===== config.mk =====
export PLATFORM = sky130hd
export DESIGN_NAME = wdt_host_ctrl
export DESIGN_NICKNAME = d
export VERILOG_FILES = /design/src/rtl/wdt_pkg.sv /design/src/rtl/wdt_sync2.sv /design/src/rtl/wdt_host_ctrl.sv
export SDC_FILE = /design/constraint.sdc
export NUM_CORES = 1
export LEC_CHECK = 0
export BUFFER_PORTS_ARGS = -buffer_cell sky130_fd_sc_hd__buf_2
export CAP_MARGIN = 10
export CORE_MARGIN = 1.5
export CORE_UTILIZATION = 53
export DETAILED_ROUTE_END_ITERATION = 8
export GPL_ROUTABILITY_DRIVEN = 0
export PLACE_DENSITY_LB_ADDON = 0.1
export SETUP_SLACK_MARGIN = 0.02
export SLEW_MARGIN = 20
export SYNTH_ARGS = -nofsm -noshare
export SYNTH_HDL_FRONTEND = slang
export SYNTH_SLANG_ARGS = --single-unit

===== constraint.sdc =====
create_clock -name clk -period 2.9 [get_ports clk]
set_input_delay 0.29 -clock clk [delete_from_list [all_inputs] [get_ports clk]]
set_output_delay 0.29 -clock clk [all_outputs]
set_load 0.01 [all_outputs]

===== src/rtl/wdt_pkg.sv =====
// Shared types and register map for the watchdog host-side controller.
package wdt_pkg;

  typedef enum logic [1:0] {
    IDLE    = 2'd0,
    SETTLE  = 2'd1,
    ARMED   = 2'd2,
    TRIPPED = 2'd3
  } wdt_state_e;

  localparam logic [1:0] REG_CTRL   = 2'd0;
  localparam logic [1:0] REG_LIVE   = 2'd1;
  localparam logic [1:0] REG_WTOCNT = 2'd2;
  localparam logic [1:0] REG_STATUS = 2'd3;

  localparam int STATUS_TO    = 0;
  localparam int STATUS_ERR   = 1;
  localparam int STATUS_ST_LO = 2;
  localparam int STATUS_ST_HI = 3;

  function automatic logic [31:0] status_word(wdt_state_e st, logic err, logic to);
    logic [31:0] w;
    w = '0;
    w[STATUS_TO] = to;
    w[STATUS_ERR] = err;
    w[STATUS_ST_HI:STATUS_ST_LO] = st;
    return w;
  endfunction

endpackage


===== src/rtl/wdt_sync2.sv =====
// Two-flop synchroniser for a slow level from another clock domain, with a
// registered single-cycle pulse on each synchronised rising edge.
module wdt_sync2 (
  input  logic clk,
  input  logic rst,
  input  logic d,
  output logic pulse
);

  logic sync1_q, sync2_q, pulse_q;
  logic sync1_d, sync2_d, pulse_d;

  always_comb begin
    sync1_d = d;
    sync2_d = sync1_q;
    // Edge is taken where sync1 has settled high and sync2 has not yet followed.
    pulse_d = sync1_q & ~sync2_q;
  end

  always_ff @(posedge clk) begin
    if (rst) begin
      sync1_q <= 1'b0;
      sync2_q <= 1'b0;
      pulse_q <= 1'b0;
    end else begin
      sync1_q <= sync1_d;
      sync2_q <= sync2_d;
      pulse_q <= pulse_d;
    end
  end

  assign pulse = pulse_q;

endmodule


===== src/rtl/wdt_host_ctrl.sv =====
// System-clock-side watchdog controller: register port, CDC-safe wden/wdlive/wtocnt
// drive and synchronised timeout status. Define WDT_HOST_LOCK_EN to lock out disables once armed.
module wdt_host_ctrl
  import wdt_pkg::*;
#(
  parameter int LIVE_STRETCH = 4,
  parameter int SETTLE_CYC   = 8
) (
  input  logic        clk,
  input  logic        rst,
  input  logic        req,
  input  logic        we,
  input  logic [1:0]  addr,
  input  logic [31:0] wdata,
  output logic [31:0] rdata,
  output logic        ack,
  input  logic        wto_async,
  output logic        wden,
  output logic        wdlive,
  output logic [31:0] wtocnt,
  output logic        irq
);

  localparam int SCW = $clog2(SETTLE_CYC + 1);
  localparam int LCW = $clog2(LIVE_STRETCH + 1);

  wdt_state_e  state_q, state_d;
  logic [SCW-1:0] settle_q, settle_d;
  logic [LCW-1:0] stretch_q, stretch_d;
  logic        wdlive_q, wdlive_d;
  logic [31:0] wtocnt_q, wtocnt_d;
  logic        to_q, to_d;
  logic        err_q, err_d;
  logic        ack_q, ack_d;
  logic [31:0] rdata_q, rdata_d;

  logic wto_edge;
  logic wr, rd;
  logic to_set, to_clr, err_set, err_clr;
  logic wden_int;

  wdt_sync2 u_wto_sync (
    .clk   (clk),
    .rst   (rst),
    .d     (wto_async),
    .pulse (wto_edge)
  );

  // ARMED and TRIPPED share state bit 1, so wden decodes from a single flop.
  assign wden_int = state_q[1];

  always_comb begin
    state_d   = state_q;
    settle_d  = settle_q;
    stretch_d = stretch_q;
    wtocnt_d  = wtocnt_q;
    to_set    = 1'b0;
    to_clr    = 1'b0;
    err_set   = 1'b0;
    err_clr   = 1'b0;
    wr        = req & we;
    rd        = req & ~we;

    if (state_q == SETTLE) begin
      if (settle_q <= SCW'(1)) begin
        settle_d = '0;
        state_d  = ARMED;
      end else begin
        settle_d = settle_q - SCW'(1);
      end
    end

    if (stretch_q != '0) stretch_d = stretch_q - LCW'(1);

    if (wto_edge) begin
      to_set = 1'b1;
      if (state_q == ARMED) state_d = TRIPPED;
    end

    if (wr) begin
      case (addr)
        REG_CTRL: begin
          if (wdata[0]) begin
            if (state_q == IDLE) begin
              state_d  = SETTLE;
              settle_d = SCW'(SETTLE_CYC);
            end
          end else begin
`ifdef WDT_HOST_LOCK_EN
            if (state_q == ARMED || state_q == TRIPPED) begin
              err_set = 1'b1;
            end else begin
              state_d   = IDLE;
              settle_d  = '0;
              stretch_d = '0;
            end
`else
            state_d   = IDLE;
            settle_d  = '0;
            stretch_d = '0;
`endif
          end
        end
        REG_LIVE: begin
          if (wdata[0]) begin
            if (state_q == ARMED) stretch_d = LCW'(LIVE_STRETCH);
            else err_set = 1'b1;
          end
        end
        REG_WTOCNT: begin
          if (state_q == IDLE) wtocnt_d = wdata;
          else err_set = 1'b1;
        end
        default: begin
          to_clr  = wdata[STATUS_TO];
          err_clr = wdata[STATUS_ERR];
        end
      endcase
    end

    // Set beats a same-cycle write-1-to-clear.
    to_d  = to_set  | (to_q  & ~to_clr);
    err_d = err_set | (err_q & ~err_clr);

    // wdlive gets its own flop so the crossing signal is glitch-free.
    wdlive_d = (stretch_d != '0);

    ack_d   = req;
    rdata_d = '0;
    if (rd) begin
      case (addr)
        REG_CTRL:   rdata_d = {31'b0, wden_int};
        REG_LIVE:   rdata_d = {31'b0, wdlive_q};
        REG_WTOCNT: rdata_d = wtocnt_q;
        default:    rdata_d = status_word(state_q, err_q, to_q);
      endcase
    end
  end

  always_ff @(posedge clk) begin
    if (rst) begin
      state_q   <= IDLE;
      settle_q  <= '0;
      stretch_q <= '0;
      wdlive_q  <= 1'b0;
      wtocnt_q  <= '0;
      to_q      <= 1'b0;
      err_q     <= 1'b0;
      ack_q     <= 1'b0;
      rdata_q   <= '0;
    end else begin
      state_q   <= state_d;
      settle_q  <= settle_d;
      stretch_q <= stretch_d;
      wdlive_q  <= wdlive_d;
      wtocnt_q  <= wtocnt_d;
      to_q      <= to_d;
      err_q     <= err_d;
      ack_q     <= ack_d;
      rdata_q   <= rdata_d;
    end
  end

  assign wden   = wden_int;
  assign wdlive = wdlive_q;
  assign wtocnt = wtocnt_q;
  assign irq    = to_q;
  assign ack    = ack_q;
  assign rdata  = rdata_q;

endmodule


# Word level (Yosys, flattened, before mapping)
# Index checks and enable logic that the tools add are counted.
[totals] elab_cells=69 romBits=0 n_memories=0 ff_bits=80 input_bits=39 latchBits=0 out_inout_bits=68 mem_bits_rw=0
[classes] n_reduce_logical=7 n_bitwise=12 add_sub_neg=2 muxes=31 div=0 mul=0 n_shift=0 n_lt_le_gt_ge=1 n_eq_ne=4
[op_table] operator="one-hot mux 32 bit (3 select lines)" n=1
[op_table] operator="2-to-1 mux 4 bit" n=6
[op_table] operator="2-to-1 mux 2 bit" n=8
[op_table] operator="2-to-1 mux 3 bit" n=5
[op_table] operator="2-to-1 mux 1 bit" n=9
[op_table] operator="one-hot mux 3 bit (2 select lines)" n=1
[op_table] operator="nonzero test 3 bit" n=2
[op_table] operator="AND 1 bit" n=5
[op_table] operator="inverter 1 bit" n=5
[op_table] operator="equality test 2 x 1 -> 1 bit, second input constant" n=2
[op_table] operator="equality test 2 bit, second input constant" n=2
[op_table] operator="<= comparator 4 x 1 -> 1 bit, second input constant" n=1
[op_table] operator="logical NOT 2 bit" n=2
[op_table] operator="subtractor 4 x 1 -> 4 bit, second input constant" n=1
[op_table] operator="AND reduction 3 bit" n=1
[op_table] operator="OR reduction 3 bit" n=1
[op_table] operator="subtractor 3 x 1 -> 3 bit, second input constant" n=1
[op_table] operator="bitwise OR 1 bit" n=2
[op_table] operator="one-hot mux 1 bit (2 select lines)" n=1
[op_table] operator="OR reduction 2 bit" n=1

# Longest topological paths before layout
[depth] ltp_word=9 mapped_depth=6

# Modules after synthesis
# From an unflattened synthesis, not the netlist that was laid out.
[hier_totals] hier_cells=322 area_unflattened_um2=2935.3
[modules_own_cells] mod="wdt_host_ctrl" seq_area_each_um2=1541.5 instances=1 area_per_inst_um2=2850.2 cells_per_inst=316
[modules_own_cells] mod="wdt_sync2" seq_area_each_um2=60.1 instances=1 area_per_inst_um2=85.1 cells_per_inst=6

# Worst setup path after synthesis
# OpenSTA, ideal clock, no wires.
[synth_path] kind="register to register" start="register settle_q[0]" end="register settle_q[1]" path_slack_ns=1.382 arrival_time_ns=1.433 path_buffers=0 setup_ns=0.086 path_stages_with_launch=6 cell_sequence="dfxtp_1 -> inv_1 -> ha_1 -> or2_1 -> a221o_1 -> a211oi_1"
[synth_via] elab_chain_len=7 word_cells_on_any_way=8 cone_classes="1 x add/sub; 1 x order compare; 6 x mux"
[synth_rtl] item="start, declared" line_no="wdt_host_ctrl.sv:28" text="logic [SCW-1:0] settle_q, settle_d;"
[synth_rtl] item="start signal, assigned" line_no="wdt_host_ctrl.sv:153" text="settle_q <= settle_d;"
[synth_rtl] item="subtractor 4 x 1 -> 4 bit or <= comparator 4 x 1 -> 1 bit (tied branches)" line_no="wdt_host_ctrl.sv:69, wdt_host_ctrl.sv:65"
[synth_rtl] item="2-to-1 mux 4 bit *" line_no="wdt_host_ctrl.sv:65" text="if (settle_q <= SCW'(1)) begin"
[synth_rtl] item="2-to-1 mux 4 bit *" line_no="wdt_host_ctrl.sv:64" text="if (state_q == SETTLE) begin"
[synth_rtl] item="2-to-1 mux 4 bit" line_no="wdt_host_ctrl.sv:84" text="if (state_q == IDLE) begin"
[synth_rtl] item="2-to-1 mux 4 bit" line_no="wdt_host_ctrl.sv:83" text="if (wdata[0]) begin"
[synth_rtl] item="2-to-1 mux 4 bit" line_no="wdt_host_ctrl.sv:81" text="case (addr)"
[synth_rtl] item="2-to-1 mux 4 bit *" line_no="wdt_host_ctrl.sv:80" text="if (wr) begin"
# Mark *: on every way between the ends. The rest lies on a longest branch, timed or not.
# A chain may end at the register's enable or synchronous reset.

# Final worst setup path
[layout_path] start="register state_q[1]" end="register wtocnt_q[0] (netlist: wtocnt[0])"
[layout_via] elab_chain_len=2
[layout_rtl] item="start, declared" line_no="wdt_host_ctrl.sv:27" text="wdt_state_e state_q, state_d;"
[layout_rtl] item="start signal, assigned" line_no="wdt_host_ctrl.sv:152" text="state_q <= state_d;"
[layout_rtl] item="logical NOT 2 bit" line_no="wdt_host_ctrl.sv:111" text="if (state_q == IDLE) wtocnt_d = wdata;"
[layout_rtl] item="AND reduction 3 bit (no line)"
[layout_rtl] item="end signal, assigned" line_no="wdt_host_ctrl.sv:156" text="wtocnt_q <= wtocnt_d;"
[layout_rtl] item="end, declared" line_no="wdt_host_ctrl.sv:31" text="logic [31:0] wtocnt_q, wtocnt_d;"
# No other way between the ends.

==> impl_metrics.toml <==
[outcome]
status = "completed"

[global_route]
grt_max_degree = 43
grt_pass1_wl_mm = 10.90
grt_use_met2_pct = 37.59
met3_usage_pct = 5.977
busiest_layer = "met2"
gr-usage-met1_pct = 28.36
grt_use_total_pct = 22.68
grt_pass1_vias = 2326
grt.overflow.total = 0
antenna_found_initial = 0

[setup_path]
r2r_start = "state_q[1]"
r2r_setup_slack_ns = 1.04
cp-start-kind = "register"
critPathKind = "reg2reg"
crit_arrival_ns = 2.06
worstSetupEndpointType = "register"
reg2reg_depth = 4
worstPathMaxFanout = 19
cp.required_ns = 3.11
r2r_end = "wtocnt[0]"

[clocking]
cts-root-buf = "clkbuf_8"
cts_tree = "built"
cts_buffer_depth = 2
hold_buffers = 0
cts_resized = 0
clk_latency_ns = 0.34
clkTransAtPathRegs_ns = 0.07
cts_sinks = 80
post-cts-setup-buffers = 0
htreeDepth = 3
cts_made_buffers = 9

[layout]
syn2layout_area_growth_pct = 24.71
num_antenna_cells = 0
fin_nets = 465
multi_input_area_sq_um = 1286
seq_area_sq_um = 1602
nFillCells = 468
layout-drive-gt1-share_pct = 31.04

[min_path]
hold_class = "in2reg"
hold_end = "u_wto_sync.sync1_q"
worstHoldStart = "wto_async"
whs_path_depth = 2

[drt]
drtIter0Drc = 108
vias = 2601
dr.pass1.iters = 5
final_antenna_net_count = 0
via_per_inst = 5.265
avgRoutedWirePerCell_um = 13.46
drt-total-wl_mm = 6.649
drc_errors = 0

[floorplanning]
dieHeight_um = 78.71
die_area_sq_um = 6195
rows = 27
io_pins = 107
initial_utilization_pct = 55.17
die_width_um = 78.71
core-area_sq_um = 5507

[power]
power.total_mw = 2.363
p_per_area_nw_per_um2 = 623.6
ir_drop_v = 0.0004103
p_leak_nw = 1.695

[timing]
setup_tns_ns = 0
finalSetupViolations = 0
post-route-period-util_pct = 63.99
fmax_mhz = 538.9
max_slew.worst_pin.slew_ns = 0.7393
fin_crit_ns = 1.856
finalHoldViolCount = 0
fin_skew_ns = 0.009694
slew_headroom_pct = 50.71
rsz0062_at_grt = "false"
drv_slew = 0

[run]
cap_violations = 0

[logic_synthesis]
yosysTopAreaCellShare_pct = 52.72
synth_cell_types = 47
synthTopCellsByCount = "dfxtp_1 (80), a21oi_1 (40), nand3_1 (34), o21ai_0 (30), and2_1 (28)"
syn_inst = 320
ys_warn_count = 0
yosys.area.top_type = "dfxtp_1"
synth-async-reset-ratio_pct = 0
synth_most_common_cell = "dfxtp_1"
yosys_register_bits = 80
syn_area_sq_um = 3038
synth-edff-count = 0
synth_ff_type = "dfxtp_1"
yosys-top-cells-area = "dfxtp_1 (53%), a21oi_1 (6.6%), and2_1 (5.8%), nand3_1 (5.6%), o21ai_0 (4.9%)"
synthesis.nets = 367
avgSynthCellArea_sq_um = 9.493
yosysSeqAreaShare_pct = 52.72

[placement]
dp_hpwl_mm = 4.478
io_buffer_count = 106
through the flow:
step	area [sq um]	hold slack [ns]	setup WS, ns	utilization, %	std cells
floorplan	3038	0.3674	1.382	-	320
global placement	3572	0.3760	0.9290	64.87	479
detailed placement	3572	0.3774	0.8250	64.87	479
CTS	3789	0.1407	1.060	68.80	494
global route	3789	0.1430	0.8886	68.80	494
finish	3789	0.1580	1.044	68.80	494
registers in the layout, indices dropped and copies added (netlist names):
signal,flops
rdata,32
wtocnt,32
u_wto_sync.sync2_q,1
state_q,2
ack,1
u_wto_sync.pulse,1
err_q,1
settle_q,4
wdlive,1
u_wto_sync.sync1_q,1
stretch_q,3
irq,1
report_power, final:
group	internal [mW]	switching (mW)
clock	0.504	0.389
sequential	1.14	0.0346
combinational	0.131	0.165
placed cells by master, fill, tap and decap left out, types with 2 or more instances in the layout:
cell       count
nand3b_1       4
clkbuf_8      10
nand3_1       34
buf_4          5
dfxtp_1       80
nor2b_1        8
o21ai_1        5
xnor2_1        2
inv_1          7
buf_2        106
nor3b_1        3
o21ai_0       30
clkinv_2       2
nand2_1        9
nand4_1        2
nor2_1         7
ha_1           8
nor3_1         2
bufinv_16      2
and2_1        28
a21oi_1       40
routing by layer:
metal / share of wire, % / vias up / wire length [um]
met5: 0 / - / 0
met3: 6.6 / 7 / 437
li1: - / 1306 / -
met4: 1.0 / 0 / 67
met2: 48 / 93 / 3197
met1: 44 / 1195 / 2946
logic make-up (layout without fill, tap and decap cells):
kind of cell	count (synthesis)	count (layout)	share of synthesized area, %
fa+ha+maj	8	8	3.295
compound gates	87	87	15.86
mux	1	1	0.3706
xor+xnor	3	3	0.8651
simple gates	110	110	21.46
flops	80	80	52.72
buf+inv	31	133	5.436
worst max-delay path, stage by stage, from the launching register on:
cell and delay [ns]:
dfxtp_1 0.47, nand4bb_1 0.60, buf_4 0.39, o21ai_0 0.18
a21oi_1 0.09
area by class of cell:
| type | instances | area share (%) |
|---|---|---|
| flip-flops and latches | 80 | 42.27 |
| multi-input cells | 209 | 33.95 |
| clock inverters | 5 | 2.081 |
| clock buffers | 10 | 3.633 |
| repair buffers | 111 | 14.99 |
| inverters | 7 | 0.6935 |
| well taps | 72 | 2.378 |
how the worst max path moves through the flow:
stage	cells past startpoint	slack, ns	to	from
after detailed placement	7	0.82	rdata[4]	addr[0]
after global placement	7	0.93	rdata[20]	addr[0]
after floorplan	5	1.38	settle_q[1]	settle_q[0]
after global routing	4	0.89	wtocnt[0]	state_q[1]
after CTS	4	1.06	wtocnt[0]	state_q[1]
final	4	1.04	wtocnt[0]	state_q[1]
Power figures use the tool's default switching activity.
